<file path="config.mk">
export PLATFORM = sky130hd
export DESIGN_NAME = fifo_word_packer
export DESIGN_NICKNAME = d
export VERILOG_FILES = /design/src/rtl/fifo_word_packer.sv
export SDC_FILE = /design/constraint.sdc
export NUM_CORES = 1
export LEC_CHECK = 0
export ABC_AREA = 1
export ABC_CLOCK_PERIOD_IN_PS = 3400
export CAP_MARGIN = 25
export CORE_ASPECT_RATIO = 0.9
export CORE_MARGIN = 2
export CORE_UTILIZATION = 40
export DETAILED_ROUTE_END_ITERATION = 8
export PLACE_DENSITY = 0.68
export SETUP_SLACK_MARGIN = 0.3
export SKIP_CTS_REPAIR_TIMING = 1
export SYNTH_ARGS = -nofsm -noshare
export SYNTH_HDL_FRONTEND = slang
export SYNTH_SLANG_ARGS = --single-unit
</file>
<file path="constraint.sdc">
create_clock -name clk_i -period 3.4 [get_ports clk_i]
set_clock_uncertainty 0.1 [all_clocks]
set_input_delay 0.68 -clock clk_i [delete_from_list [all_inputs] [get_ports clk_i]]
set_output_delay 0.68 -clock clk_i [all_outputs]
set_load 0.1 [all_outputs]
</file>
<file path="src/rtl/fifo_word_packer.sv">
// fifo_word_packer
//   Drains width_p-bit words from an upstream valid-yumi FIFO and packs pack_p
//   consecutive words into one wide beat. The beat is presented downstream on a
//   valid-ready interface. flush_i closes a partial beat early.
//
// Ports
//   clk_i    : clock, all state on posedge
//   reset_i  : synchronous active-high reset
//   valid_i  : upstream FIFO has a word
//   data_i   : upstream head word
//   yumi_o   : word consumed this cycle (combinational)
//   flush_i  : close the current partial beat
//   valid_o  : output beat held
//   data_o   : packed beat, word k in [k*width_p +: width_p], first word in the LSBs
//   count_o  : valid words in data_o
//   last_o   : beat was closed by flush_i
//   ready_i  : downstream accepts the beat
module fifo_word_packer #(
   parameter int unsigned width_p     = 8,
   parameter int unsigned pack_p      = 4,
   parameter int unsigned cnt_width_p = $clog2(pack_p + 1)
) (
   input  logic                       clk_i,
   input  logic                       reset_i,
   input  logic                       valid_i,
   input  logic [width_p-1:0]         data_i,
   output logic                       yumi_o,
   input  logic                       flush_i,
   output logic                       valid_o,
   output logic [width_p*pack_p-1:0]  data_o,
   output logic [cnt_width_p-1:0]     count_o,
   output logic                       last_o,
   input  logic                       ready_i
);

   typedef enum logic [0:0] {StFill, StHold} state_e;

   localparam logic [cnt_width_p-1:0] LastIdx  = cnt_width_p'(pack_p - 1);
   localparam logic [cnt_width_p-1:0] FullCnt  = cnt_width_p'(pack_p);

   state_e                      state_q;
   logic [cnt_width_p-1:0]      idx_q;
   logic [width_p*pack_p-1:0]   data_q;
   logic [cnt_width_p-1:0]      count_q;
   logic                        last_q;

   logic [cnt_width_p-1:0]      fill_n;

   // In HOLD a word may only be taken when the held beat retires the same cycle.
   always_comb begin
      yumi_o = 1'b0;
      if (!reset_i && valid_i) begin
         yumi_o = (state_q == StFill) || ready_i;
      end
   end

   // Words in the beat if it were closed this cycle, including the same-cycle word.
   always_comb begin
      fill_n = idx_q + cnt_width_p'(yumi_o);
   end

   always_ff @(posedge clk_i) begin
      if (reset_i) begin
         state_q <= StFill;
         idx_q   <= '0;
         data_q  <= '0;
         count_q <= '0;
         last_q  <= 1'b0;
      end else begin
         unique case (state_q)
            StFill: begin
               if (yumi_o) begin
                  for (int k = 0; k < int'(pack_p); k++) begin
                     if (cnt_width_p'(k) == idx_q) begin
                        data_q[k*width_p +: width_p] <= data_i;
                     end
                  end
               end
               if (yumi_o && idx_q == LastIdx) begin
                  state_q <= StHold;
                  idx_q   <= '0;
                  count_q <= FullCnt;
                  last_q  <= flush_i;
               end else if (flush_i && fill_n != '0) begin
                  // Unused slots are already zero since retire/reset clears data_q.
                  state_q <= StHold;
                  idx_q   <= '0;
                  count_q <= fill_n;
                  last_q  <= 1'b1;
               end else if (yumi_o) begin
                  idx_q <= idx_q + 1'b1;
               end
            end
            StHold: begin
               if (ready_i) begin
                  data_q  <= '0;
                  idx_q   <= '0;
                  last_q  <= 1'b0;
                  count_q <= '0;
                  state_q <= StFill;
                  if (yumi_o) begin
                     data_q[width_p-1:0] <= data_i;
                     if (pack_p == 1) begin
                        // Single-word beats: the new word is immediately a full beat.
                        state_q <= StHold;
                        count_q <= FullCnt;
                     end else begin
                        idx_q <= cnt_width_p'(1);
                     end
                  end
               end
            end
            default: state_q <= StFill;
         endcase
      end
   end

   assign valid_o = (state_q == StHold);
   assign data_o  = data_q;
   assign count_o = count_q;
   assign last_o  = last_q;

endmodule

</file>
==> results of run 1 <==
[through the flow]
stage / cells / hold WS [ns] / total power, uW
after floorplan: 254 / 0.394 / 1520
after global placement: 360 / 0.351 / 1730
after detailed placement: 360 / 0.355 / 1730
after CTS: 368 / 0.367 / 2150
after global routing: 368 / 0.381 / 2260
final: 368 / 0.363 / 2140
[logic make-up after synthesis]
logic type / synth area share (%)
AO/OA/AOI/OAI: 15.1
adder cells (fa/ha/maj): 4.65
buffers and inverters: 7.38
flip-flops: 42.5
AND/OR/NAND/NOR: 30.4
[how the worst max path moves through the flow]
stage,from,endpoint,slack [ns],cells after the start
6_report,ready_i,idx_q[0]$_SDFFE_PP0P_,0.53,15
5_1_grt,ready_i,idx_q[0]$_SDFFE_PP0P_,0.34,15
4_1_cts,ready_i,idx_q[0]$_SDFFE_PP0P_,0.54,15
3_5_place_dp,ready_i,idx_q[0]$_SDFFE_PP0P_,0.23,15
3_3_place_gp,ready_i,idx_q[0]$_SDFFE_PP0P_,0.29,15
2_1_floorplan,reset_i,idx_q[0]$_SDFFE_PP0P_,0.31,14
[state kept, by name (all words and copies together) (netlist names)]
| signal | cells |
|---|---|
| data_o | 32 |
| valid_o | 1 |
| count_o | 3 |
| idx_q | 3 |
| last_o | 1 |
[report_power, final]
group          total, uW  internal (uW)  leakage (uW)  switching, uW
Combinational       1090            262      0.000759            830
Sequential           634            551      0.000326           82.7
Clock                419            240     0.0000614            178
[cells in the mapped netlist (all sizes together)]
master / instances / share of area [%]
nand2: 74 / 17
dfxtp: 40 / 43
a21oi: 38 / 10
nor2: 36 / 8.8
inv: 26 / 5.2
o21ai: 12 / 5.0
nand3: 10 / 2.9
ha: 7 / 4.7
buf: 5 / 1.8
clkbuf: 2 / 0.40
and2: 1 / 0.33
and3: 1 / 0.33
nand4: 1 / 0.33
or2: 1 / 0.33
[routing by layer]
metal	wire length [um]	GRT usage, %	vias up
met5	0	0	-
met4	62	6.06	0
met3	213	4.32	7
met2	1960	26.5	45
met1	2260	25.1	744
li1	-	-	901
[critical path, stage by stage]
cell and delay (ns):
clkdlybuf4s50_1 0.42, inv_1 0.10, nand2_4 0.15, nand2_4 0.20, inv_1 0.11, ha_1 0.21
ha_1 0.29, nor2_1 0.10, nand3_1 0.08, nand2_1 0.21, nand3_2 0.17, nand2_1 0.11
nand2_1 0.06, nand2_1 0.05, nor2_1 0.04
[cell type report]
class                   count  share of cell area, %
flip-flops and latches     40                   32.5
clock buffers               6                   3.35
repair buffers             51                   17.2
clock inverters             2                   1.57
inverters                  26                   3.96
well taps                  62                   3.14
multi-input cells         181                   38.2
==> flow_metrics.tcl, run 1 <==
set metrics [dict create \
    gp_congestion 0.821 \
    synthesis.area_sq_um 1880 \
    dp_slack_ns 0.233 \
    rows 23 \
    grt_overflow 0 \
    grt_pass1_wl_mm 7.53 \
    io_pins 51 \
    dieArea_sq_um 5270 \
    routed_wl_mm 4.49 \
    detail_route.wl_per_cell_um 12.2 \
    critical_path_arrival_ns 2.96 \
    fmax_ghz 0.348 \
    cts_sinks 40 \
    worstHoldStart "data_o[20]$_SDFFE_PP0P_" \
    grt_pass1_vias 1609 \
    utilization_pct 55.0 \
    track_usage_pct 17.8 \
    fin_setup_tns_ns 0 \
    cts_buffers 5 \
    hold_depth 2 \
    clk_pin_slew_ns 0.08 \
    fin_crit_sh_pct 84.5 \
    ys_seq_area_share_pct 42.5 \
    worstHoldEndpoint "data_o[20]$_SDFFE_PP0P_" \
    layout_common_cells "nand2_1, dfxtp_1, a21oi_1, buf_4, nor2_1" \
    cp-end-kind "register" \
    drv_cap 0 \
    ff_latch_area_sq_um 802 \
    fp.coreArea_sq_um 4490 \
    clk_latency_ns 0.30 \
    place_area_sq_um 2350 \
    vias 1697 \
    cts_tree "built" \
    portBuffers 50 \
    ant_nets 0 \
    antenna_found_initial 0 \
    leakage_uw 0.00115 \
    syn_inst 254 \
    hp-class "reg2reg" \
    timing.rr.end "idx_q[0]$_SDFFE_PP0P_" \
    finalWorstSetupSlack_ns 0.527 \
    dieHeight_um 69.1 \
    tightest_slew_ns 0.530 \
    final-hold-violation-count 0 \
    clock_path_buffers 2 \
    hpwl_mm 3.26 \
    via_per_inst 4.61 \
    relSlewSlack_pct 64.7 \
    initial_core_util_pct 41.9 \
    yosys_warnings 0 \
    drt_pass1_iterations 4 \
    drive_gt1_share_pct 21.2 \
    crit_fanout 15 \
    num_antenna_cells 0 \
    syn-num-nets 274 \
    grt_max_degree 28 \
    finalCriticalPeriod_ns 2.87 \
    layout_commonest_cell "nand2_1" \
    ys_ff_latch 40 \
    setup_viol 0 \
    nets 325 \
    remaining_drc_errors 0 \
    crit_type "in2reg" \
    n_fill_cell 459 \
    ys_types 23 \
    cts_root_buf "clkbuf_8" \
    status "finished clean" \
    htree_levels 2 \
    worstPathRequired_ns 3.49 \
    rsz0062_at_grt "no" \
    ir_drop_v 0.000527 \
    power.density_nw_per_um2 869 \
    syn_to_final_growth_pct 31.0 \
    die_w_um 76.3 \
    rr_startpoint "valid_o$_SDFF_PP0_" \
    slew_violations 0 \
    final_area_sq_um 2470 \
    multiInputGateArea_sq_um 943 \
    first_iter_violations 114 \
    reg2reg_depth 13 \
    start_kind "input pin" \
    rrSetupSlack_ns 0.65 \
    syn_area_per_cell_sq_um 7.41 \
]
(Power assumes the default switching activity.)
==> run 2: changes to the inputs <==
--- a/config.mk
+++ b/config.mk
@@ -6,7 +6,7 @@
 export NUM_CORES = 1
 export LEC_CHECK = 0
 export ABC_AREA = 1
-export ABC_CLOCK_PERIOD_IN_PS = 3400
+export ABC_CLOCK_PERIOD_IN_PS = 2800
 export CAP_MARGIN = 25
 export CORE_ASPECT_RATIO = 0.9
 export CORE_MARGIN = 2
==> constraint.sdc (replaced) <==
create_clock -name clk_i -period 2.8 [get_ports clk_i]
set_clock_uncertainty 0.1 [all_clocks]
set_input_delay 0.56 -clock clk_i [delete_from_list [all_inputs] [get_ports clk_i]]
set_output_delay 0.56 -clock clk_i [all_outputs]
set_load 0.1 [all_outputs]
==> run 2 against run 1 <==
Against the previous run: register-to-register slack gained 0.05 ns; sequential share of layout area shrank 0.97 points; global-route usage grew 0.68 points; setup slack lost 0.044 ns; via count grew 5.2%; combinational power grew 27%; utilization grew 1.9 points; sequential power grew 24%; wire length grew 4.5%; hold slack lost 0.0026 ns; non-clock buffer count grew 5; clock power shrank 4.8%; largest power group unchanged; highest routed layer unchanged.
==> flow_metrics.tcl, run 2 (synthesis results as in run 1) <==
set metrics [dict create \
    rows 23 \
    critPathSlowestCell "clkdlybuf4s50_1" \
    cts_sinks 40 \
    clk_pin_slew_ns 0.07 \
    reg2reg_depth 13 \
    dieHeight_um 69.1 \
    dieArea_sq_um 5270 \
    cts_buffers 5 \
    drt_pass1_iterations 4 \
    power.density_nw_per_um2 1000 \
    clock_path_buffers 2 \
    track_usage_pct 18.4 \
    vias 1785 \
    crit_path_frequent_cell "nand2_1" \
    routed_wl_mm 4.69 \
    setup_viol 0 \
    largest_reg_flops 32 \
    final-hold-violation-count 0 \
    layout_commonest_cell "nand2_1" \
    fin_crit_sh_pct 82.7 \
    max_stage_delay_ns 0.46 \
    rsz0062_at_grt "no" \
    crit_fanout 6 \
    slew_violations 0 \
    crit_chain "clkdlybuf4s50_1 > inv_4 > nand2_8 > nand2_8 > clkinvlp_4 > ha_4 > ha_4 > nor2_1 > nand3_1 > nand2_4 > nand3_4 > nand2_1 > nand2_1 > nand2_1 > nor2_1" \
    cts_tree "built" \
    remaining_drc_errors 0 \
    hold_depth 2 \
    grt_overflow 0 \
    ir_drop_v 0.000907 \
    hpwl_mm 3.38 \
    via_per_inst 4.79 \
    relSlewSlack_pct 75.2 \
    ff_latch_area_sq_um 805 \
    drv_cap 0 \
    ant_nets 0 \
    grt_pass1_wl_mm 7.76 \
    tightest_slew_ns 0.372 \
    holdWs_ns 0.361 \
    cts_root_buf "clkbuf_8" \
    portBuffers 50 \
    die_w_um 76.3 \
    start_kind "input pin" \
    drive_gt1_share_pct 24.8 \
    syn_to_final_growth_pct 35.5 \
    finalCriticalPeriod_ns 2.32 \
    fmax_ghz 0.432 \
    io_pins 51 \
    crit_type "in2reg" \
    layout_common_cells "nand2_1, buf_4, dfxtp_1" \
    initial_core_util_pct 41.9 \
    first_iter_violations 95 \
    leakage_uw 0.00116 \
    gp_congestion 0.920 \
    multiInputGateArea_sq_um 1000 \
    grt_max_degree 28 \
    num_antenna_cells 0 \
    n_fill_cell 452 \
    fp.coreArea_sq_um 4490 \
    critical_path_arrival_ns 2.41 \
    clk_latency_ns 0.29 \
    htree_levels 2 \
    status "finished clean" \
    hp-class "reg2reg" \
    fin_setup_tns_ns 0 \
    cp-end-kind "register" \
    nets 330 \
    grt_pass1_vias 1657 \
    antenna_found_initial 0 \
    worstPathRequired_ns 2.89 \
    detail_route.wl_per_cell_um 12.6 \
]
run 2: worst max-delay path: cells and delay by family:
family | cells | cell delay [ns]
and+or+nand+nor | 10 | 0.82
adders and majority gates | 2 | 0.38
buffers and inverters | 3 | 0.64
run 2: power breakdown:
part	internal, uW	switching (uW)	total, uW
Sequential	672	113	784
Clock	197	202	399
Combinational	347	1030	1380
run 2: path summary, 6_finish.rpt:
kind	from	endpoint	slack [ns]
min reg2reg	data_o[28]$_SDFFE_PP0P_	data_o[28]$_SDFFE_PP0P_	0.36
max	ready_i	idx_q[0]$_SDFFE_PP0P_	0.48
max reg2reg	valid_o$_SDFF_PP0_	idx_q[0]$_SDFFE_PP0P_	0.70
min	data_o[28]$_SDFFE_PP0P_	data_o[28]$_SDFFE_PP0P_	0.36
run 2: routing by layer:
metal / vias to the layer above / global-route usage [%] / wire [um]
met3: 8 / 5.10 / 343
li1: 919 / - / -
met4: 0 / 9.29 / 86
met5: - / 0 / 0
met1: 796 / 25.3 / 2230
met2: 62 / 26.4 / 2030
run 2: metrics by stage:
step                      power (uW)  std cells  worst slack, ns  utilization [%]  cell area [sq um]
after floorplan                 1880        254            0.172                -               1950
after global placement          2150        364           0.0987             54.2               2430
after detailed placement        2160        364           0.0371             54.2               2430
after CTS                       2560        372            0.341             56.3               2530
after global routing            2700        373            0.357             56.8               2550
final                           2560        373            0.483             56.8               2550
run 2: area by class of cell:
| class | instances | area share [%] |
|---|---|---|
| Inverter | 26 | 4.22 |
| Clock buffer | 6 | 3.24 |
| Tap cell | 62 | 3.04 |
| Multi-Input combinational cell | 181 | 39.2 |
| Clock inverter | 2 | 0.392 |
| Timing Repair Buffer | 56 | 18.3 |
| Sequential cell | 40 | 31.5 |
